===== config.mk =====
export PLATFORM = sky130hd
export DESIGN_NAME = uart_tx_fifo_flat
export DESIGN_NICKNAME = d
export VERILOG_FILES = /design/src/rtl/uart_tx_fifo_if.sv /design/src/rtl/uart_tx_fifo.sv /design/src/flat_wrapper.sv
export SDC_FILE = /design/constraint.sdc
export NUM_CORES = 1
export LEC_CHECK = 0
export ABC_AREA = 1
export CAP_MARGIN = 5
export CELL_PAD_IN_SITES_DETAIL_PLACEMENT = 0
export CELL_PAD_IN_SITES_GLOBAL_PLACEMENT = 2
export CORE_MARGIN = 3
export CORE_UTILIZATION = 23
export DETAILED_ROUTE_END_ITERATION = 12
export MAX_ROUTING_LAYER = met4
export PLACE_DENSITY = 0.53
export SYNTH_ARGS = -nofsm -noshare
export SYNTH_HDL_FRONTEND = slang
export SYNTH_SLANG_ARGS = --single-unit

===== constraint.sdc =====
create_clock -name clk -period 5.95 [get_ports clk]
set_input_delay 1.19 -clock clk [delete_from_list [all_inputs] [get_ports clk]]
set_output_delay 1.19 -clock clk [all_outputs]
set_load 0.005 [all_outputs]

===== src/rtl/uart_tx_fifo_if.sv =====
// Bus bundle between the CPU-side UART register block / transmitter and the
// transmit FIFO. The master drives the push, flush and clear strobes and the
// transmitter busy line. The slave is the FIFO, which returns the launch strobe,
// the byte being sent and the status fields.
interface uart_tx_fifo_if #(
   parameter int ADDR_W = 4
);
   logic              wr_en;
   logic [7:0]        wr_data;
   logic              flush;
   logic              ovf_clr;
   logic              tx_busy;
   logic              tx_en;
   logic [7:0]        tx_data;
   logic              full;
   logic              empty;
   logic [ADDR_W:0]   level;
   logic              overflow;

   modport master (
      output wr_en, wr_data, flush, ovf_clr, tx_busy,
      input  tx_en, tx_data, full, empty, level, overflow
   );

   modport slave (
      input  wr_en, wr_data, flush, ovf_clr, tx_busy,
      output tx_en, tx_data, full, empty, level, overflow
   );
endinterface


===== src/rtl/uart_tx_fifo.sv =====
// Transmit FIFO for the CPU UART. Data-register writes are pushed at bus speed.
// A small launcher FSM drains one byte per frame into the transmitter using its
// enable/busy handshake. It also provides full/empty/level/overflow for status.
module uart_tx_fifo #(
   parameter int DEPTH  = 16,
   parameter int ADDR_W = 4
) (
   input  logic          clk,
   input  logic          reset,
   uart_tx_fifo_if.slave bus
);

   typedef enum logic [1:0] {
      S_IDLE,
      S_LAUNCH,
      S_WAIT_BUSY,
      S_WAIT_DONE
   } state_t;

   localparam logic [ADDR_W:0]   C_DEPTH   = (ADDR_W+1)'(DEPTH);
   localparam logic [ADDR_W:0]   C_LVL_ONE = (ADDR_W+1)'(1);
   localparam logic [ADDR_W-1:0] C_PTR_ONE = ADDR_W'(1);
   localparam logic [1:0]        C_TO_ONE  = 2'd1;
   localparam logic [1:0]        C_TO_LAST = 2'd2;

   // Pointers wrap naturally at ADDR_W bits, so DEPTH has to be 2**ADDR_W.
   if (DEPTH < 2 || (1 << ADDR_W) != DEPTH) begin : g_param_check
      $error("uart_tx_fifo: DEPTH must be a power of two >= 2 and equal 2**ADDR_W");
   end

   logic [7:0]        r_mem [DEPTH];
   logic [ADDR_W-1:0] r_wr_ptr;
   logic [ADDR_W-1:0] r_rd_ptr;
   logic [ADDR_W:0]   r_level;
   logic              r_overflow;
   state_t            r_state;
   logic [1:0]        r_to_cnt;
   logic              r_tx_en;
   logic [7:0]        r_tx_data;

   logic              w_full;
   logic              w_empty;
   logic              w_wr_req;
   logic              w_pop;
   logic              w_push;
   logic              w_drop;
   logic [1:0]        w_to_nxt;

   assign w_full   = (r_level == C_DEPTH);
   assign w_empty  = (r_level == '0);

   // A flush discards a same-cycle write outright. That write is neither
   // stored nor counted as an overflow.
   assign w_wr_req = bus.wr_en && !bus.flush;

   // The only pop is the IDLE->LAUNCH edge. Flush suppresses it so that the
   // FSM stays in IDLE on an emptied FIFO.
   assign w_pop    = (r_state == S_IDLE) && !w_empty && !bus.tx_busy && !bus.flush;

   // A full FIFO still accepts a write when the same edge frees a slot.
   assign w_push   = w_wr_req && (!w_full || w_pop);
   assign w_drop   = w_wr_req && w_full && !w_pop;

   assign w_to_nxt = r_to_cnt + C_TO_ONE;

   // Storage array: write-only port. The read happens in the launcher.
   always_ff @(posedge clk) begin
      if (w_push) begin
         r_mem[r_wr_ptr] <= bus.wr_data;
      end
   end

   // Write pointer, occupancy counter and sticky overflow flag.
   always_ff @(posedge clk) begin
      if (reset) begin
         r_wr_ptr   <= '0;
         r_level    <= '0;
         r_overflow <= 1'b0;
      end else begin
         if (bus.flush) begin
            r_wr_ptr <= '0;
            r_level  <= '0;
         end else begin
            if (w_push) begin
               r_wr_ptr <= r_wr_ptr + C_PTR_ONE;
            end
            if (w_push && !w_pop) begin
               r_level <= r_level + C_LVL_ONE;
            end else if (w_pop && !w_push) begin
               r_level <= r_level - C_LVL_ONE;
            end
         end
         if (w_drop) begin
            r_overflow <= 1'b1;
         end else if (bus.ovf_clr) begin
            r_overflow <= 1'b0;
         end
      end
   end

   // Launcher FSM. It owns the read pointer and registers tx_en and tx_data.
   always_ff @(posedge clk) begin
      if (reset) begin
         r_state   <= S_IDLE;
         r_to_cnt  <= '0;
         r_rd_ptr  <= '0;
         r_tx_en   <= 1'b0;
         r_tx_data <= '0;
      end else begin
         r_tx_en <= 1'b0;
         if (bus.flush) begin
            r_rd_ptr <= '0;
         end
         case (r_state)
            S_IDLE: begin
               if (w_pop) begin
                  r_tx_data <= r_mem[r_rd_ptr];
                  r_rd_ptr  <= r_rd_ptr + C_PTR_ONE;
                  r_tx_en   <= 1'b1;
                  r_state   <= S_LAUNCH;
               end
            end
            S_LAUNCH: begin
               r_to_cnt <= '0;
               r_state  <= S_WAIT_BUSY;
            end
            S_WAIT_BUSY: begin
               // Give up after two quiet cycles: the transmitter either
               // finished already or ignored the strobe.
               if (bus.tx_busy) begin
                  r_state <= S_WAIT_DONE;
               end else begin
                  r_to_cnt <= w_to_nxt;
                  if (w_to_nxt == C_TO_LAST) begin
                     r_state <= S_IDLE;
                  end
               end
            end
            S_WAIT_DONE: begin
               if (!bus.tx_busy) begin
                  r_state <= S_IDLE;
               end
            end
            default: begin
               r_state <= S_IDLE;
            end
         endcase
      end
   end

   assign bus.tx_en    = r_tx_en;
   assign bus.tx_data  = r_tx_data;
   assign bus.full     = w_full;
   assign bus.empty    = w_empty;
   assign bus.level    = r_level;
   assign bus.overflow = r_overflow;

endmodule


===== src/flat_wrapper.sv =====
// flat-port wrapper written by rule: the top's interface ports become plain ports
module uart_tx_fifo_flat 
#(
   parameter int DEPTH  = 16,
   parameter int ADDR_W = 4
)
  (clk, reset, bus_wr_en, bus_wr_data, bus_flush, bus_ovf_clr, bus_tx_busy, bus_tx_en, bus_tx_data, bus_full, bus_empty, bus_level, bus_overflow);
  uart_tx_fifo_if #(.ADDR_W(ADDR_W)) bus_i ();
  input  logic clk;
  input  logic reset;
  input wire logic [$bits(bus_i.wr_en)-1:0] bus_wr_en;
  input wire logic [$bits(bus_i.wr_data)-1:0] bus_wr_data;
  input wire logic [$bits(bus_i.flush)-1:0] bus_flush;
  input wire logic [$bits(bus_i.ovf_clr)-1:0] bus_ovf_clr;
  input wire logic [$bits(bus_i.tx_busy)-1:0] bus_tx_busy;
  output wire logic [$bits(bus_i.tx_en)-1:0] bus_tx_en;
  output wire logic [$bits(bus_i.tx_data)-1:0] bus_tx_data;
  output wire logic [$bits(bus_i.full)-1:0] bus_full;
  output wire logic [$bits(bus_i.empty)-1:0] bus_empty;
  output wire logic [$bits(bus_i.level)-1:0] bus_level;
  output wire logic [$bits(bus_i.overflow)-1:0] bus_overflow;
  assign bus_i.wr_en = bus_wr_en;
  assign bus_i.wr_data = bus_wr_data;
  assign bus_i.flush = bus_flush;
  assign bus_i.ovf_clr = bus_ovf_clr;
  assign bus_i.tx_busy = bus_tx_busy;
  assign bus_tx_en = bus_i.tx_en;
  assign bus_tx_data = bus_i.tx_data;
  assign bus_full = bus_i.full;
  assign bus_empty = bus_i.empty;
  assign bus_level = bus_i.level;
  assign bus_overflow = bus_i.overflow;
  uart_tx_fifo #(.DEPTH(DEPTH), .ADDR_W(ADDR_W)) u_core (.clk(clk), .reset(reset), .bus(bus_i));
endmodule

# Word level (Yosys, flattened, before mapping)

Memories as Yosys holds them, arrays and structs flattened. A register that Yosys moved wholly into a read port is not among the register bits.
Cells that the tools add are included.
Widths: inputs -> output; s select.

Register bits after elaboration: 19
RAM bits: 128
Bits of input ports: 14
Output and inout port bits: 17
Word-level logic and storage cells: 66
Memories kept: 1

Add/sub/neg operators: 5
Equal/unequal tests: 9
Multiplexer cells: 17
Bitwise operators: 1
Reduce and logical (&&, ||, !) cells: 26

Memories:

| name         | words | width | read ports | clocked after Yosys merged registers in | wr ports | line               | source |
|---|---|---|---|---|---|---|---|
| u_core.r_mem | 16    | 8     | 1          | 1                                       | 1        | uart_tx_fifo.sv:31 | `logic [7:0] r_mem [DEPTH];` |

Operators by type and width:

| cell                | count |
|---|---|
| $mux 4              | 3 |
| $mux 2              | 5 |
| $mux 5              | 2 |
| $logic_and 1x1->1   | 9 |
| $add 4x1->4 const B | 2 |
| $pmux 2 s4          | 1 |
| $eq 2x2->1 const B  | 3 |
| $logic_not 1->1     | 6 |
| $reduce_bool 2->1   | 3 |
| $add 5x1->5 const B | 1 |
| $eq 5x5->1 const B  | 1 |
| $logic_not 5->1     | 1 |
| $mux 1              | 5 |
| $sub 5x1->5 const B | 1 |
| $ne 2x2->1 const B  | 2 |
| $pmux 2 s2          | 1 |
| $reduce_and 2->1    | 2 |
| $reduce_or 2->1     | 2 |
| $ne 3x2->1 const B  | 1 |
| $reduce_and 3->1    | 1 |
| $add 2x1->2 const B | 1 |
| $eq 2x1->1 const B  | 1 |
| $logic_not 2->1     | 1 |
| $ne 2x1->1 const B  | 1 |
| 2 further kinds     | 2 |

# Logic depth before layout (Yosys ltp)

Depth after elaboration: 11
Depth in mapped cells: 16
Gate-level depth less buffers: 16

# Worst setup path after synthesis

OpenSTA, ideal clock, no wires.

Path kind: input port to flip-flop
From: in bus_tx_busy
To: reg u_core.r_level[3], in the netlist u_core.bus.level[3]
Setup time: 0.115 ns
Arrival: 2.763 ns
Data required time: 5.835 ns
Slack: 3.071 ns
Stages on the path: 13
Path buffers: 0
Path through: nor2_4 -> nand3_4 -> nand2_4 -> nand2_4 -> inv_1 -> ha_1 -> inv_1 -> ha_1 -> a21oi_1 -> nand2_1 -> xor2_1 -> o21ai_0 -> inv_1

Cells in the longest elaborated chain, start to end: 8
Elaborated cells between the ends (all ways): 11
Classes of those cells: mux (1); reduce/logical (10)

RTL lines:

| item                                | line               | source |
|---|---|---|
| start: declaration                  | flat_wrapper.sv:15 | `input wire logic [$bits(bus_i.tx_busy)-1:0] bus_tx_busy;` |
| $logic_not 1->1 (*)                 | uart_tx_fifo.sv:58 | `assign w_pop = (r_state == S_IDLE) && !w_empty && !bus.tx_busy && !bus.flush;` |
| $logic_and 1x1->1 (*) (2 in series) | uart_tx_fifo.sv:58 |  |
| $logic_or 1x1->1 (*)                | uart_tx_fifo.sv:61 | `assign w_push = w_wr_req && (!w_full \|\| w_pop);` |
| $logic_and 1x1->1 (*)               | uart_tx_fifo.sv:61 |  |
| via u_core.w_push                   | uart_tx_fifo.sv:45 | `logic w_push;` |
| $logic_not 1->1                     | uart_tx_fifo.sv:89 | `end else if (w_pop && !w_push) begin` |
| $logic_and 1x1->1                   | uart_tx_fifo.sv:89 |  |
| $reduce_bool 2->1 (no source line)  | n/a                |  |
| end signal: assignment              | uart_tx_fifo.sv:88 | `r_level <= r_level + C_LVL_ONE;` |
| end signal: assignment              | uart_tx_fifo.sv:90 | `r_level <= r_level - C_LVL_ONE;` |
| end: declaration                    | uart_tx_fifo.sv:34 | `logic [ADDR_W:0] r_level;` |

The timed path passes the listed nets; every way through them passes the cells marked *.
A chain may end at the register's enable or synchronous reset.

# Worst setup path in the final report

From: in bus_wr_en
To: reg u_core.r_level[3], in the netlist u_core.bus.level[3]

Cells in the longest elaborated chain, start to end: 5
Elaborated cells between the ends (all ways): 7
Classes of those cells: mux (1); reduce/logical (6)

RTL lines:

| item                               | line               | source |
|---|---|---|
| start: declaration                 | flat_wrapper.sv:11 | `input wire logic [$bits(bus_i.wr_en)-1:0] bus_wr_en;` |
| $logic_and 1x1->1 (*)              | uart_tx_fifo.sv:54 | `assign w_wr_req = bus.wr_en && !bus.flush;` |
| $logic_and 1x1->1 (*)              | uart_tx_fifo.sv:61 |  |
| via u_core.w_push                  | uart_tx_fifo.sv:45 |  |
| $logic_not 1->1                    | uart_tx_fifo.sv:89 |  |
| $logic_and 1x1->1                  | uart_tx_fifo.sv:89 |  |
| $reduce_bool 2->1 (no source line) | n/a                |  |

Marks and branches as above.

==> qor.csv <==
stage;metric;value;unit
clocking;cts_tree;done;
clocking;numCtsBuffers;17;
clocking;htreeDepth;4;
synthesis;netlist.area_leader.share;0.553;
global_routing;overflow;0;
critical_path;crit_fanout;21;
pwr;p_total;2.57;mW
detailed_routing;routed_wl;19500;um
cells_and_area;fin_util;0.276;
sta;fmax;0.296;GHz
pwr;p_per_area;314;nW/um^2
cells_and_area;drive_gt1_frac;0.0730;
synthesis;synth_area_leaders;edfxtp_1 55%, nand2_1 12%, dfxtp_1 7.8%;
detailed_routing;wl_per_cell;17.3;um
cells_and_area;register_area;4390;sq um
placed_design;place_hpwl;12900;um
global_routing;grt_pass1_wl;29500;um
sta;worst_pin_slew;1.16;ns
clocking;clockBufferDepth;2;
clocking;post-cts-setup-buffers;0;
sta;fin_skew;0.0142;ns
synthesis;synth_seq_cells;155;
detailed_routing;routed_via_density;4.26;
synthesis;ys_warn_count;0;
clocking;cts_root_buf;clkbuf_16;
sta;whs;0.469;ns
sta;final-setup-viol-count;0;
floorplan;dieHeight;180;um
floorplan;die_area;32400;sq um
global_routing;grt_max_degree;65;
critical_path;endpoint_kind;register;
sta;finalHoldViolCount;0;
floorplan;start_util;0.234;
detailed_routing;antenna_left;0;
job;max_cap_viol_count;0;
cells_and_area;num_antenna_cells;0;
outcome;status;finished clean;
cells_and_area;area_growth_syn_to_layout;17.7;%
sta;period_minus_slack;3.37;ns
detailed_routing;drcViolationCount;0;
global_routing;grt_pass1_vias;4896;
clocking;clock_latency;0.43;ns
detailed_routing;drt_first_pass_iters;7;
synthesis;async_flop_share;0;
critical_path;crit_required;6.27;ns
synthesis;synth_cells;703;
placed_design;io_buffers;30;
pwr;max-vdd-ir-drop;125;uV
clocking;cts.clk_slew.worst_paths;0.07;ns
synthesis;synth_common_cells;220 x nand2_1, 128 x edfxtp_1, 99 x inv_1;
placed_design;place_congestion;0.778;
critical_path;cp.arrival;3.70;ns
synthesis;yosysMostFrequentCell;nand2_1;
detailed_routing;num_vias;4812;
global_routing;grtUsageTotal;0.127;
clocking;ctsResizeCount;0;
synthesis;synth.distinct_cells;31;
synthesis;yosysSeqAreaShare;0.630;
synthesis;synthFlopType;edfxtp_1;
synthesis;yosys.area.top_type;edfxtp_1;
cells_and_area;multi_input_area;1970;sq um
sta;relSlewSlack;0.225;
floorplan;rows;63;
clocking;cts_hold_buf;0;
critical_path;path_class;input pin to register;
floorplan;io_pins;31;
sta;setup-tns-final;0;ns
detailed_routing;first_iter_violations;320;
synthesis;syn_avg_cell_area;9.90;sq um
synthesis;syn-cell-area;6960;sq um
clocking;clock_sinks;155;
critical_path;worst_setup_path_start_kind;input pin;
sta;maxSlewViolCount;0;
cells_and_area;fillers;3141;
sta;fin_crit_sh;0.567;
synthesis;synth_edf_count;128;
floorplan;die_x;180;um
cells_and_area;nNetsFinal;752;
floorplan;coreArea;29700;sq um
synthesis;syn_nets;728;
min_path;hp-class;register to register;
sta;rsz0062_at_grt;false;
pwr;leakage;3.27;nW
global_routing;antenna_found_initial;1;
## metal layers
| layer | GRT usage | up-vias | part of all wire |
|---|---|---|---|
| met5 | - | - | 0 |
| met4 | 0.0387 | 0 | 0.015 |
| met3 | 0.0233 | 20 | 0.031 |
| met2 | 0.207 | 66 | 0.49 |
| met1 | 0.161 | 2383 | 0.46 |
| li1 | - | 2343 | - |
## report_power, final
| group | leakage (nW) | internal, mW | switching, mW | total, mW |
|---|---|---|---|---|
| registers | 1.37 | 1.19 | 0.0177 | 1.21 |
| clock network | 0.295 | 0.671 | 0.472 | 1.14 |
| logic | 1.60 | 0.0734 | 0.143 | 0.217 |
| total | 3.27 | 1.93 | 0.633 | 2.57 |
## state kept, by name, summed over array words and instances, names as in the netlist
name                 flops
u_core.bus.level         5
u_core.bus.overflow      1
u_core.bus.tx_data       8
u_core.bus.tx_en         1
u_core.r_mem           128
u_core.r_rd_ptr          4
u_core.r_state           2
u_core.r_to_cnt          2
u_core.r_wr_ptr          4
## metrics by stage
| step | instance area (sq um) | cells | setup WS (ns) |
|---|---|---|---|
| floorplan | 6960 | 703 | 3.07 |
| global placement | 7560 | 1097 | 2.13 |
| detailed placement | 7560 | 1097 | 2.10 |
| CTS | 8180 | 1129 | 2.55 |
| global route | 8190 | 1130 | 2.38 |
| finish | 8190 | 1130 | 2.58 |
## critical path, cell delays in order
cell and delay [ns]:
clkdlybuf4s50_1 0.45, inv_1 0.04, nor2_1 0.31, nand2_4 0.27, inv_1 0.17, ha_1 0.23
inv_1 0.11, ha_1 0.34, a21oi_1 0.16, nand2_1 0.08, xor2_1 0.14, o21ai_0 0.14
inv_1 0.05
## final timing paths
path | startpoint | end | slack [ns] | depth (start not counted)
setup / recovery | bus_wr_en | u_core.bus.level[3] | 2.58 | 13
hold / removal | u_core.bus.overflow | u_core.bus.overflow | 0.47 | 2
setup reg to reg | u_core.r_rd_ptr[0] | u_core.bus.tx_data[1] | 3.28 | 10
hold reg to reg | u_core.bus.overflow | u_core.bus.overflow | 0.47 | 2
## cell families (layout without fill, tap and decap cells)
| group | Yosys count | count (layout) | share of synthesized area |
|---|---|---|---|
| compound gates | 34 | 34 | 0.0293 |
| fa+ha+maj | 11 | 11 | 0.0209 |
| xor+xnor | 5 | 5 | 0.00629 |
| simple gates | 363 | 363 | 0.226 |
| buf+inv | 135 | 172 | 0.0869 |
| flops | 155 | 155 | 0.630 |
## layout by cell type (no fill, tap or decap), drive strengths merged, types with 3 or more instances in the layout
cell           instances
nand3                 99
clkbuf                19
bufinv                 3
clkinv                 7
nor3                  16
ha                    10
a21oi                 13
o21a                   8
nand2                225
edfxtp               128
clkdlybuf4s50         30
o21ai                 10
nor2                  22
dfxtp                 27
xor2                   4
inv                  109
## final cells by class
class	instances	area share
Tap cell	390	0.0596
Inverter	107	0.0497
Sequential cell	155	0.536
Clock buffer	18	0.0524
Timing Repair Buffer	33	0.0391
Multi-Input combinational cell	413	0.241
Clock inverter	14	0.0226
Note: power is estimated with default switching activity, not from simulation.
==> RTL edit: new RTL, same flow settings <==
Encoding of `state_t`: now Gray code (2 bits for 4 states).
--- a/src/rtl/uart_tx_fifo.sv
+++ b/src/rtl/uart_tx_fifo.sv
@@ -13,6 +13,6 @@
    typedef enum logic [1:0] {
-      S_IDLE,
-      S_LAUNCH,
-      S_WAIT_BUSY,
-      S_WAIT_DONE
+      S_IDLE      = 2'b00,
+      S_LAUNCH    = 2'b01,
+      S_WAIT_BUSY = 2'b11,
+      S_WAIT_DONE = 2'b10
    } state_t;
Check against the original RTL: no difference found for any inputs over 10 cycles, from zero or initial values and one cycle with reset high; not proved beyond that.
==> RTL edit against the unedited design <==
- routed wire length fell by 2.5%
- sequential cell count did not move
- cell area fell by 1.0%
- synthesized area fell by 0.74%
- combinational power fell by 8%
- total power fell by 3.3%
- worst setup slack improved by 0.047 ns
- sequential share of layout area rose by 0.55 points
==> RTL edit: results (changes against the unedited design) <==
syn_nets: 723  # -0.69%
crit_path_start: "bus_tx_busy"
drive_gt1_frac: 0.0559  # -0.0171
synth_fa_ha_area_frac: 0.0210  # +0.000155
use_met2: 0.199  # -0.00752
rr_worst_depth: 14  # +4
grt.total_usage: 0.127  # -0.000151
hold_buffers: 0  # unchanged
peakVddDrop_mv: 0.181  # +45%
leakage_nw: 3.20  # -2.1%
reg2reg_slack_ns: 3.31  # +0.03 ns
grt_max_degree: 69  # +6.2%
synth_seq_area_share: 0.635  # +0.00468
worst_pin_slew_ns: 1.24  # +0.0821 ns
met3_usage: 0.0269  # +0.00363
netlist_top_cells_area: "edfxtp_1 (56%), nand2_1 (12%), dfxtp_1 (7.8%)"
reg2reg_from: "u_core.bus.level[1]"
hp-start: "u_core.r_to_cnt[1]"
min_delay_worst_endpoint: "u_core.r_to_cnt[1]"
first_pass_iters: 6  # -1
synth_common_cells: "nand2_1 (218), edfxtp_1 (128), inv_1 (100)"
via_per_inst: 4.21  # -1.2%
status: "completed"
synth-compound-area-share: 0.0283  # -0.00105
gr-usage-met1: 0.162  # +0.000173
m1WireLength_um: 8940  # -1.4%
synth-xor-area-share: 0.00634  # +0.0000468
grt_pass1_wl_um: 28600  # -2.8%
routabilityCongestion: 0.798  # +2.6%
drt-total-wl_um: 19000  # -2.5%
ys_types: 30  # -3.2%
grt_pass1_vias: 4789  # -2.2%
drt_iter0_drc: 285  # -11%
fin_worst_skew_ns: 0.0129  # -0.00125 ns
holdPathStages: 2  # unchanged
wl_met2_um: 9040  # -5.3%
fin_nets: 746  # -0.80%
## RTL edit: cell count changes after synthesis, sizes merged, moves of 2 or more
cell / unedited run / this run
a211oi: 0 / 4
buf: 28 / 26
o211ai: 2 / 0
inv: 104 / 102
clkbuf: 0 / 3
nand2: 225 / 220
## RTL edit: final cells by class
| cell class | instances | area, µm² |
|---|---|---|
| sequential | 155 | 4390 |
| antenna | 1 | 2.50 |
| clock inverter | 8 | 82.6 |
| inverter | 104 | 390 |
| timing repair buffer | 33 | 323 |
| fill | 3102 | 21100 |
| clock buffer | 24 | 504 |
| multi-input combinational | 410 | 1940 |
| tap | 384 | 480 |
## RTL edit: critical path, stage by stage
cell and delay [ns]:
clkdlybuf4s50_1 0.46, nor3_4 0.18, nand3_4 0.14, nand2_4 0.11, nand2_4 0.17, inv_1 0.17
ha_1 0.23, inv_1 0.11, ha_1 0.34, a21oi_1 0.14, nand2_1 0.08, xor2_1 0.14
o21ai_0 0.14, inv_1 0.05
## RTL edit: through the flow
stage	utilization	worst slack (ns)	std cells	instance area [µm²]	hold slack, ns
2_1_floorplan	-	3.05	698	6910	0.445
4_1_cts	0.277	2.61	1117	8090	0.473
3_3_place_gp	0.257	2.14	1085	7510	0.454
6_report	0.278	2.62	1119	8100	0.475
5_1_grt	0.278	2.42	1118	8100	0.487
3_5_place_dp	0.257	2.14	1085	7510	0.464
## RTL edit: power breakdown
part / switching, W / leakage (nW) / total, W / internal [W]
Clock: 0.000445 / 0.274 / 0.00108 / 0.000639
Combinational: 0.000131 / 1.55 / 0.000199 / 0.0000678
Sequential: 0.0000119 / 1.37 / 0.00120 / 0.00119
Total: 0.000588 / 3.20 / 0.00248 / 0.00190
